==> config.mk <==
export PLATFORM = sky130hd
export DESIGN_NAME = sigmoid_arbiter
export DESIGN_NICKNAME = d
export VERILOG_FILES = /design/src/rtl/sigmoid_arbiter_pkg.sv /design/src/rtl/sigmoid_arbiter_sigmoid.sv /design/src/rtl/sigmoid_arbiter.sv
export SDC_FILE = /design/constraint.sdc
export NUM_CORES = 1
export LEC_CHECK = 0
export ABC_AREA = 1
export CAP_MARGIN = 20
export CORE_ASPECT_RATIO = 1.75
export CORE_MARGIN = 2
export CORE_UTILIZATION = 58
export DETAILED_ROUTE_END_ITERATION = 16
export PLACE_DENSITY_LB_ADDON = 0.15
export SYNTH_ARGS = -nofsm -noshare
export SYNTH_HDL_FRONTEND = slang
export SYNTH_SLANG_ARGS = --single-unit
==> constraint.sdc <==
create_clock -name clk -period 8.15 [get_ports clk]
set_input_delay 1.63 -clock clk [delete_from_list [all_inputs] [get_ports clk]]
set_output_delay 1.63 -clock clk [all_outputs]
set_load 0.01 [all_outputs]
==> src/rtl/sigmoid_arbiter_pkg.sv <==
// Shared NN definitions: Q3.12 format, sigmoid latency and the
// result tag that follows an operand through the sigmoid pipeline.
package sigmoid_arbiter_pkg;

  localparam int DW = 16;
  localparam int SIG_LAT = 5;
  localparam int ID_W = 4;

  localparam logic [15:0] ONE = 16'h1000;

  typedef struct packed {
    logic            valid;
    logic [ID_W-1:0] id;
  } tag_t;

endpackage

==> src/rtl/sigmoid_arbiter_sigmoid.sv <==
// Shared Q3.12 sigmoid: piecewise-linear (PLAN) approximation,
// LAT register stages from en_i/din_i to valid_o/dout_o.
module sigmoid_arbiter_sigmoid
  import sigmoid_arbiter_pkg::*;
#(
  parameter int DW  = 16,
  parameter int LAT = 5
) (
  input  logic          clk_i,
  input  logic          rst_ni,
  input  logic          en_i,
  input  logic [DW-1:0] din_i,
  output logic [DW-1:0] dout_o,
  output logic          valid_o
);

  localparam logic [DW-1:0] Q_ONE  = DW'(ONE);
  localparam logic [DW-1:0] Q_HALF = DW'(ONE >> 1);
  localparam logic [DW-1:0] X_SAT  = DW'(20480);
  localparam logic [DW-1:0] X_K2   = DW'(9728);
  localparam logic [DW-1:0] X_K1   = DW'(4096);
  localparam logic [DW-1:0] C_K2   = DW'(3456);
  localparam logic [DW-1:0] C_K1   = DW'(2560);

  logic [DW-1:0] mag;
  logic [DW-1:0] pos_y;
  logic [DW-1:0] y;

  logic [DW-1:0] d_q [LAT];
  logic [LAT-1:0] v_q;

  // Evaluate on |x|, then mirror: sig(-x) = 1 - sig(x)
  always_comb begin
    mag = din_i[DW-1] ? (~din_i + DW'(1)) : din_i;
    unique case (1'b1)
      (mag >= X_SAT): pos_y = Q_ONE;
      (mag >= X_K2 && mag < X_SAT): pos_y = (mag >> 5) + C_K2;
      (mag >= X_K1 && mag < X_K2): pos_y = (mag >> 3) + C_K1;
      default: pos_y = ((mag + DW'(8)) >> 2) + Q_HALF;
    endcase
    y = din_i[DW-1] ? (Q_ONE - pos_y) : pos_y;
  end

  always_ff @(posedge clk_i) begin
    if (!rst_ni) begin
      v_q <= '0;
      for (int k = 0; k < LAT; k++) begin
        d_q[k] <= '0;
      end
    end else begin
      v_q[0] <= en_i;
      d_q[0] <= y;
      for (int k = 1; k < LAT; k++) begin
        v_q[k] <= v_q[k-1];
        d_q[k] <= d_q[k-1];
      end
    end
  end

  assign dout_o  = d_q[LAT-1];
  assign valid_o = v_q[LAT-1];

endmodule

==> src/rtl/sigmoid_arbiter.sv <==
// Round-robin arbiter sharing one sigmoid unit among N_REQ LSTM
// gate lanes; results are routed back by a tag riding beside it.
module sigmoid_arbiter
  import sigmoid_arbiter_pkg::*;
#(
  parameter int N_REQ   = 4,
  parameter int DW      = sigmoid_arbiter_pkg::DW,
  parameter int SIG_LAT = sigmoid_arbiter_pkg::SIG_LAT
) (
  input  logic                clk,
  input  logic                rst,
  input  logic [N_REQ-1:0]    req_valid,
  input  logic [N_REQ*DW-1:0] req_data,
  output logic [N_REQ-1:0]    req_ready,
  input  logic                hold,
  output logic [N_REQ-1:0]    res_valid,
  output logic [DW-1:0]       res_data,
  output logic                busy,
  output logic                err
);

  localparam int PW = (N_REQ > 1) ? $clog2(N_REQ) : 1;
  localparam int CW = $clog2(SIG_LAT + 1);

  logic [PW-1:0] rr_ptr_q, rr_ptr_d;
  logic [CW-1:0] in_flight_q, in_flight_d;
  logic          err_q, err_d;
  logic [DW-1:0] res_data_q, res_data_d;
  tag_t          tag_q [SIG_LAT];

  logic [N_REQ-1:0] grant;
  logic [PW-1:0]    gidx;
  logic             found;
  logic             xfer;
  int               idx;

  logic          sig_en;
  logic [DW-1:0] sig_din;
  logic [DW-1:0] sig_dout;
  logic          sig_valid;
  tag_t          tag_in;
  tag_t          tag_out;
  logic          res_fire;
  logic          dec;

  // Search starts just past the last winner
  always_comb begin
    grant = '0;
    gidx  = '0;
    found = 1'b0;
    idx   = 0;
    for (int k = 1; k <= N_REQ; k++) begin
      idx = int'(rr_ptr_q) + k;
      if (idx >= N_REQ) idx = idx - N_REQ;
      if (!found && req_valid[idx[PW-1:0]]) begin
        found = 1'b1;
        gidx  = idx[PW-1:0];
      end
    end
    if (found && !hold && !rst) grant[gidx] = 1'b1;
  end

  assign req_ready = grant;
  assign xfer      = |grant;
  assign rr_ptr_d  = xfer ? gidx : rr_ptr_q;

  assign sig_en  = xfer & ~rst;
  assign sig_din = xfer ? req_data[gidx*DW +: DW] : '0;

  sigmoid_arbiter_sigmoid #(
    .DW  (DW),
    .LAT (SIG_LAT)
  ) u_sig (
    .clk_i   (clk),
    .rst_ni  (~rst),
    .en_i    (sig_en),
    .din_i   (sig_din),
    .dout_o  (sig_dout),
    .valid_o (sig_valid)
  );

  assign tag_in  = '{valid: xfer, id: ID_W'(gidx)};
  assign tag_out = tag_q[SIG_LAT-1];

  assign res_fire = sig_valid & ~rst;

  always_comb begin
    res_valid = '0;
    for (int i = 0; i < N_REQ; i++) begin
      res_valid[i] = res_fire && (tag_out.id == ID_W'(i));
    end
  end

  assign res_data_d = res_fire ? sig_dout : res_data_q;
  assign res_data   = res_data_d;

  // Guarded so a spurious sigmoid strobe cannot wrap the counter
  assign dec = sig_valid && (in_flight_q != '0);

  always_comb begin
    in_flight_d = in_flight_q;
    unique case (1'b1)
      (xfer && !dec): in_flight_d = in_flight_q + CW'(1);
      (dec && !xfer): in_flight_d = in_flight_q - CW'(1);
      default:        in_flight_d = in_flight_q;
    endcase
  end

  assign err_d = err_q | (sig_valid != tag_out.valid);

  always_ff @(posedge clk) begin
    if (rst) begin
      rr_ptr_q    <= PW'(N_REQ - 1);
      in_flight_q <= '0;
      err_q       <= 1'b0;
      res_data_q  <= '0;
      for (int k = 0; k < SIG_LAT; k++) begin
        tag_q[k] <= '0;
      end
    end else begin
      rr_ptr_q    <= rr_ptr_d;
      in_flight_q <= in_flight_d;
      err_q       <= err_d;
      res_data_q  <= res_data_d;
      tag_q[0]    <= tag_in;
      for (int k = 1; k < SIG_LAT; k++) begin
        tag_q[k] <= tag_q[k-1];
      end
    end
  end

  assign busy = (|req_valid) || (in_flight_q != '0);
  assign err  = err_q;

endmodule

==> results of run 1 <==
==> Yosys cell counts, drive strengths merged <==
| cell | instances | share of area [%] |
|---|---|---|
| nand2 | 245 | 16 |
| inv | 166 | 10 |
| nor2 | 161 | 11 |
| dfxtp | 122 | 39 |
| nand3 | 79 | 7.4 |
| a21oi | 26 | 2.2 |
| o21ai | 24 | 2.0 |
| clkbuf | 18 | 1.1 |
| a211oi | 16 | 1.9 |
| buf | 15 | 1.9 |
| nor3 | 10 | 0.88 |
| ha | 6 | 1.2 |
| nand3b | 6 | 0.72 |
| nand4 | 6 | 0.70 |
| xor2 | 6 | 1.1 |
| or2 | 4 | 0.40 |
| clkinv | 3 | 0.18 |
| o211ai | 3 | 0.36 |
| xnor2 | 3 | 0.72 |
| nor4 | 2 | 0.20 |
| o31ai | 2 | 0.24 |
| and2 | 1 | 0.10 |
| fa | 1 | 0.32 |
| o21a | 1 | 0.12 |
| o21bai | 1 | 0.12 |
==> path summary, 6_finish.rpt <==
| path | startpoint | endpoint | slack (ps) |
|---|---|---|---|
| max | req_valid[2] | u_sig.d_q[0][8] | 1750 |
| min | u_sig.d_q[0][52] | u_sig.d_q[0][68] | 390 |
| min reg2reg | u_sig.d_q[0][52] | u_sig.d_q[0][68] | 390 |
| max reg2reg | rr_ptr_q[0] | u_sig.d_q[0][8] | 2850 |
==> layer usage <==
| layer | up-vias | wire [um] | track usage (%) |
|---|---|---|---|
| met1 | 2621 | 4888 | 22.28 |
| met4 | 0 | 610 | 14.06 |
| met2 | 140 | 8024 | 49.66 |
| met3 | 41 | 390 | 4.389 |
| met5 | - | 0 | 0 |
| li1 | 2983 | - | - |
==> report_power, final <==
| part | total (mW) | internal (mW) | switching, mW |
|---|---|---|---|
| combinational | 0.803 | 0.271 | 0.532 |
| clock | 0.688 | 0.447 | 0.241 |
| sequential | 0.685 | 0.664 | 0.0206 |
| total | 2.18 | 1.38 | 0.793 |
==> cell families after synthesis <==
group	Yosys count
AND/OR/NAND/NOR	514
buffers and inverters	202
flip-flops	122
AO/OA/AOI/OAI	73
XOR/XNOR	9
adder cells (fa/ha/maj)	7
==> metrics by stage <==
stage	utilization (%)	hold slack (ps)	std cells	setup slack [ps]	power (mW)
after global placement	68.04	388.3	1123	1470	1.478
after detailed placement	68.04	391.7	1123	1430	1.491
after CTS	73.28	397.7	1154	1801	2.183
final	73.54	391.9	1155	1753	2.176
after global routing	73.54	411.3	1155	1170	2.322
after floorplan	-	388.3	927	3197	1.337
==> cell usage in the layout, fill, tap and decap left out, types with 3 or more instances in the layout <==
cell / Yosys / final
a211oi_1: 16 / 16
a21oi_1: 24 / 24
buf_4: 6 / 4
clkbuf_1: 18 / 3
clkbuf_16: 0 / 17
clkbuf_8: 0 / 4
clkdlybuf4s50_1: 0 / 95
clkinv_1: 3 / 3
clkinv_2: 0 / 4
dfxtp_1: 122 / 122
ha_1: 6 / 6
inv_1: 151 / 151
inv_2: 14 / 14
nand2_1: 220 / 220
nand2_2: 19 / 19
nand2_4: 6 / 6
nand3_1: 67 / 67
nand3_2: 11 / 11
nand3b_1: 6 / 6
nand4_1: 5 / 5
nor2_1: 140 / 140
nor2_2: 13 / 13
nor2_4: 7 / 7
nor3_1: 9 / 9
o211ai_1: 3 / 3
o21ai_0: 15 / 15
o21ai_1: 8 / 8
or2_2: 3 / 3
xor2_1: 4 / 4
==> tightest hold or removal path, stage by stage (launching register included) <==
cell     delay (ps)
dfxtp_1         290
inv_1            40
nor2_1           30
==> final cells by class <==
cell class | count | area [um2] | area share [%]
Clock buffer | 24 | 491.7 | 6.287
Clock inverter | 7 | 66.31 | 0.8479
Inverter | 169 | 639.4 | 8.175
Multi-Input combinational cell | 603 | 3010 | 38.49
Sequential cell | 122 | 2442 | 31.23
Tap cell | 130 | 162.7 | 2.080
Timing Repair Buffer | 100 | 1008 | 12.89
==> state kept, by name (all words and copies together) (netlist names) <==
signal       cells
u_sig.d_q       80
in_flight_q      3
err              1
res_data_q      16
tag_q           15
rr_ptr_q         2
u_sig.v_q        5
==> results.toml, run 1 <==
[placed_design]
place_area_um2 = 7236
gp_congestion = 0.9693
place_hpwl_um = 10060
numPortBuffers = 96

[route]
first_iter_violations = 199
ant_nets = 0
drt-vias-per-instance = 5.009
drt_pass1_iterations = 4
wire_per_inst_um = 12.05
drcViolationCount = 0
route.vias.total = 5785
wl_um = 13910

[logic_synthesis]
syn_avg_cell_area_um2 = 6.774
synth_top_family_by_area = "simple AND/OR/NAND/NOR gates"
synthAdderAreaFrac_pct = 1.514
yosysSeqAreaShare_pct = 38.89
syn_area_um2 = 6280
yosys_warnings = 0
syn_nets = 1005
synthSimpleGateAreaFrac_pct = 37.72
synth_compound_area_share_pct = 6.914
muxShareOfSynthArea_pct = 0
synthCells = 927
synth_xor_area_share_pct = 1.793
ys_types = 45
synth_seq_cells = 122

[run_status]
status = "completed"

[hold_path]
hold_path.class = "register to register"
hold_depth = 2

[setup_path]
reg2reg_depth = 32
crit_cells = 31
cp_num_buf_inv = 5
endpoint_kind = "register"
crit_type = "primary input to register"
crit_required_ps = 8450
path_max_fanout = 37
crit_top_cell = "nand2_1"
cpMaxStageDelayCell = "a21oi_2"
crit_family = "simple AND/OR/NAND/NOR gates"
cp-start-kind = "primary input"
crit_arrival_ps = 6700
max_stage_delay_ps = 730

[power]
power_density_nw_per_um2 = 278.2
power.leakage_nw = 3.673
ir_drop_v = 0.0002002

[sta]
max_freq_mhz = 156.3
fin_crit_sh_pct = 78.49
setup_viol = 0
setup_tns_ps = 0
relSlewSlack_pct = 37.12
worst_pin_slew_ps = 943.2
final.min_clock_period_ps = 6397
rsz0062_at_grt = "false"
worst_clock_skew_ps = 7.245
slew_violations = 0
final-hold-violation-count = 0

[layout]
antenna_cells = 0
layout-drive-gt1-share_pct = 11.41
design_area_um2 = 7821
fillers = 861
nets = 1091
syn2layout_area_growth_pct = 24.55

[die]
fp.dieH_um = 141.7
start_util_pct = 59.05
die_x_um = 82.66
rows = 50
die_area_um2 = 11710
io_pins = 97
core_um2 = 10640

[global_routing]
grt_max_degree = 104
antenna_found_initial = 0
grt_pass1_vias = 5458
grt_usage_pct = 25.14
grt_pass1_wl_um = 22690
grt_overflow = 0

[clocking]
clkSinkCount = 122
hold_buffers = 0
cts_buffers = 17
cts_tree = "yes"
htreeDepth = 4
cts_setup_buffers = 0
cts_resized = 0
cts_root_buf = "clkbuf_16"
clk-insertion-delay-late_ps = 400
path_clk_slew_ps = 50
clock_path_buffers = 2

[flow_run]
maxCapViolations = 0
No activity file was read; power rests on OpenSTA's default activity.
==> run 2, diff against run 1 <==
- CORE_UTILIZATION: 58 -> 49
- clock period: 8.15 -> 5.38 ns (I/O delays scaled with it)
==> results.toml, run 2 (synthesized netlist as in run 1, its figures left out) <==
[hold_path]
hold_path.class = "register to register"

[setup_path]
reg2reg_depth = 38
endpoint_kind = "register"
path_max_fanout = 21
crit_required_ps = 5670
cp-startpoint = "req_valid[0]"
crit_arrival_ps = 5110
r2r_slack_ps = 1110
crit_top_cell = "nand2_1"
cpMaxStageDelayCell = "clkdlybuf4s50_1"
crit_type = "primary input to register"
cp-start-kind = "primary input"
r2r-start = "rr_ptr_q[0]"
max_stage_delay_ps = 500
cp-endpoint = "u_sig.d_q[0][6]"
rr_endpoint = "u_sig.d_q[0][10]"

[die]
start_util_pct = 50.24
die_area_um2 = 13770
fp.dieH_um = 153.8
io_pins = 97
core_um2 = 12500
die_x_um = 89.58
rows = 54

[route]
ant_nets = 0
wire_per_inst_um = 11.58
drt-vias-per-instance = 4.779
route.vias.total = 5764
first_iter_violations = 133
drt_pass1_iterations = 5
drcViolationCount = 0
wl_um = 13960

[layout]
largest_reg_flops = 80
largest-register = "u_sig.d_q"
antenna_cells = 0
design_area_um2 = 7958
layout-drive-gt1-share_pct = 12.91
fin_util_pct = 63.66
final_common_cell = "nand2_1"
nets = 1105
top_regs = "u_sig.d_q (80), res_data_q (16), tag_q (15)"
syn2layout_area_growth_pct = 26.72
stdcell_count = 1206
layout_common_cells = "219 x nand2_1, 151 x inv_1, 140 x nor2_1"

[power]
power.leakage_nw = 3.714
ir_drop_v = 0.0002100
clockPowerShare_pct = 29.6
total_power_mw = 3.293
power_density_nw_per_um2 = 413.8
switching_share_pct = 36.85
seqPwrFrac_pct = 31.4
power_frac_comb_pct = 39.0
internal_power_mw = 2.079
p_sw_mw = 1.213

[sta]
setup_tns_ps = 0
worst_pin_slew_ps = 949.0
setup_viol = 0
final.min_clock_period_ps = 4827
relSlewSlack_pct = 36.73
layout_setup_ws_ps = 553.3
rsz0062_at_grt = "false"
whs_ps = 396.8
slew_violations = 0
max_freq_mhz = 207.2
final-hold-violation-count = 0
fin_crit_sh_pct = 89.72
worst_clock_skew_ps = 8.113

[placed_design]
post-place-ws_ps = 95.40
place_area_um2 = 7408
dp_cells = 1176
numPortBuffers = 96
gp_congestion = 0.9358
place_hpwl_um = 10590

[global_routing]
grt_usage_pct = 21.48
antenna_found_initial = 0
grt_max_degree = 104
grt_pass1_wl_um = 23390
grt_pass1_vias = 5566
grt_overflow = 0

[run_status]
status = "completed"

[clocking]
hold_buffers = 0
path_clk_slew_ps = 50
clk-insertion-delay-late_ps = 400
clkSinkCount = 122
cts_tree = "yes"
clock_path_buffers = 2
cts_buffers = 17
cts_root_buf = "clkbuf_16"
htreeDepth = 4

[flow_run]
maxCapViolations = 0
## run 2: repair_timing
action / 4_1_cts / 5_1_grt
gates resized for setup: 0 / 7
setup buffers: 0 / 0
setup endpoints to repair: 0 / 6
## run 2: worst min-delay path by stage
stage	start	end	slack, ps	cells past startpoint
after CTS	u_sig.d_q[0][51]	u_sig.d_q[0][67]	400	2
after global routing	u_sig.d_q[0][6]	u_sig.d_q[0][22]	410	2
after detailed placement	u_sig.d_q[0][4]	u_sig.d_q[0][20]	390	2
final	u_sig.d_q[0][51]	u_sig.d_q[0][67]	400	2
after global placement	tag_q[0][4]	tag_q[0][9]	390	2
after floorplan	tag_q[0][5]	tag_q[0][10]	390	2
## run 2: per-layer routing
metal  GRT usage, %  part of all wire (%)  vias up
li1               -                     -     3012
met1          19.18                    34     2579
met2          42.58                    59      129
met3          4.079                   2.6       44
met4          10.38                   3.9        0
met5              0                     0        -
## run 2: final cells by class
cell class                 count  area (um2)
tap                          168       210.2
clock inverter                 8       47.55
fill                        1154        4542
timing repair buffer         114        1114
multi-input combinational    603        3030
clock buffer                  22       474.2
sequential                   122        2442
inverter                     169       639.4
## run 2: worst max-delay path, delay by kind of cell
family / cells / cell delay [ps]
xor gates and xnor gates: 1 / 170
adders and majority gates: 2 / 440
buffers and inverters: 5 / 880
and+or+nand+nor: 28 / 2540
## run 2: power groups by stage
stage | sequential [mW] | combinational (mW) | clock, mW
4_1_cts | 1.04 | 1.28 | 0.996
5_1_grt | 1.04 | 1.46 | 1.04
3_5_place_dp | 1.05 | 1.27 | 0
3_3_place_gp | 1.05 | 1.26 | 0
6_report | 1.03 | 1.28 | 0.975
2_1_floorplan | 1.04 | 0.984 | 0
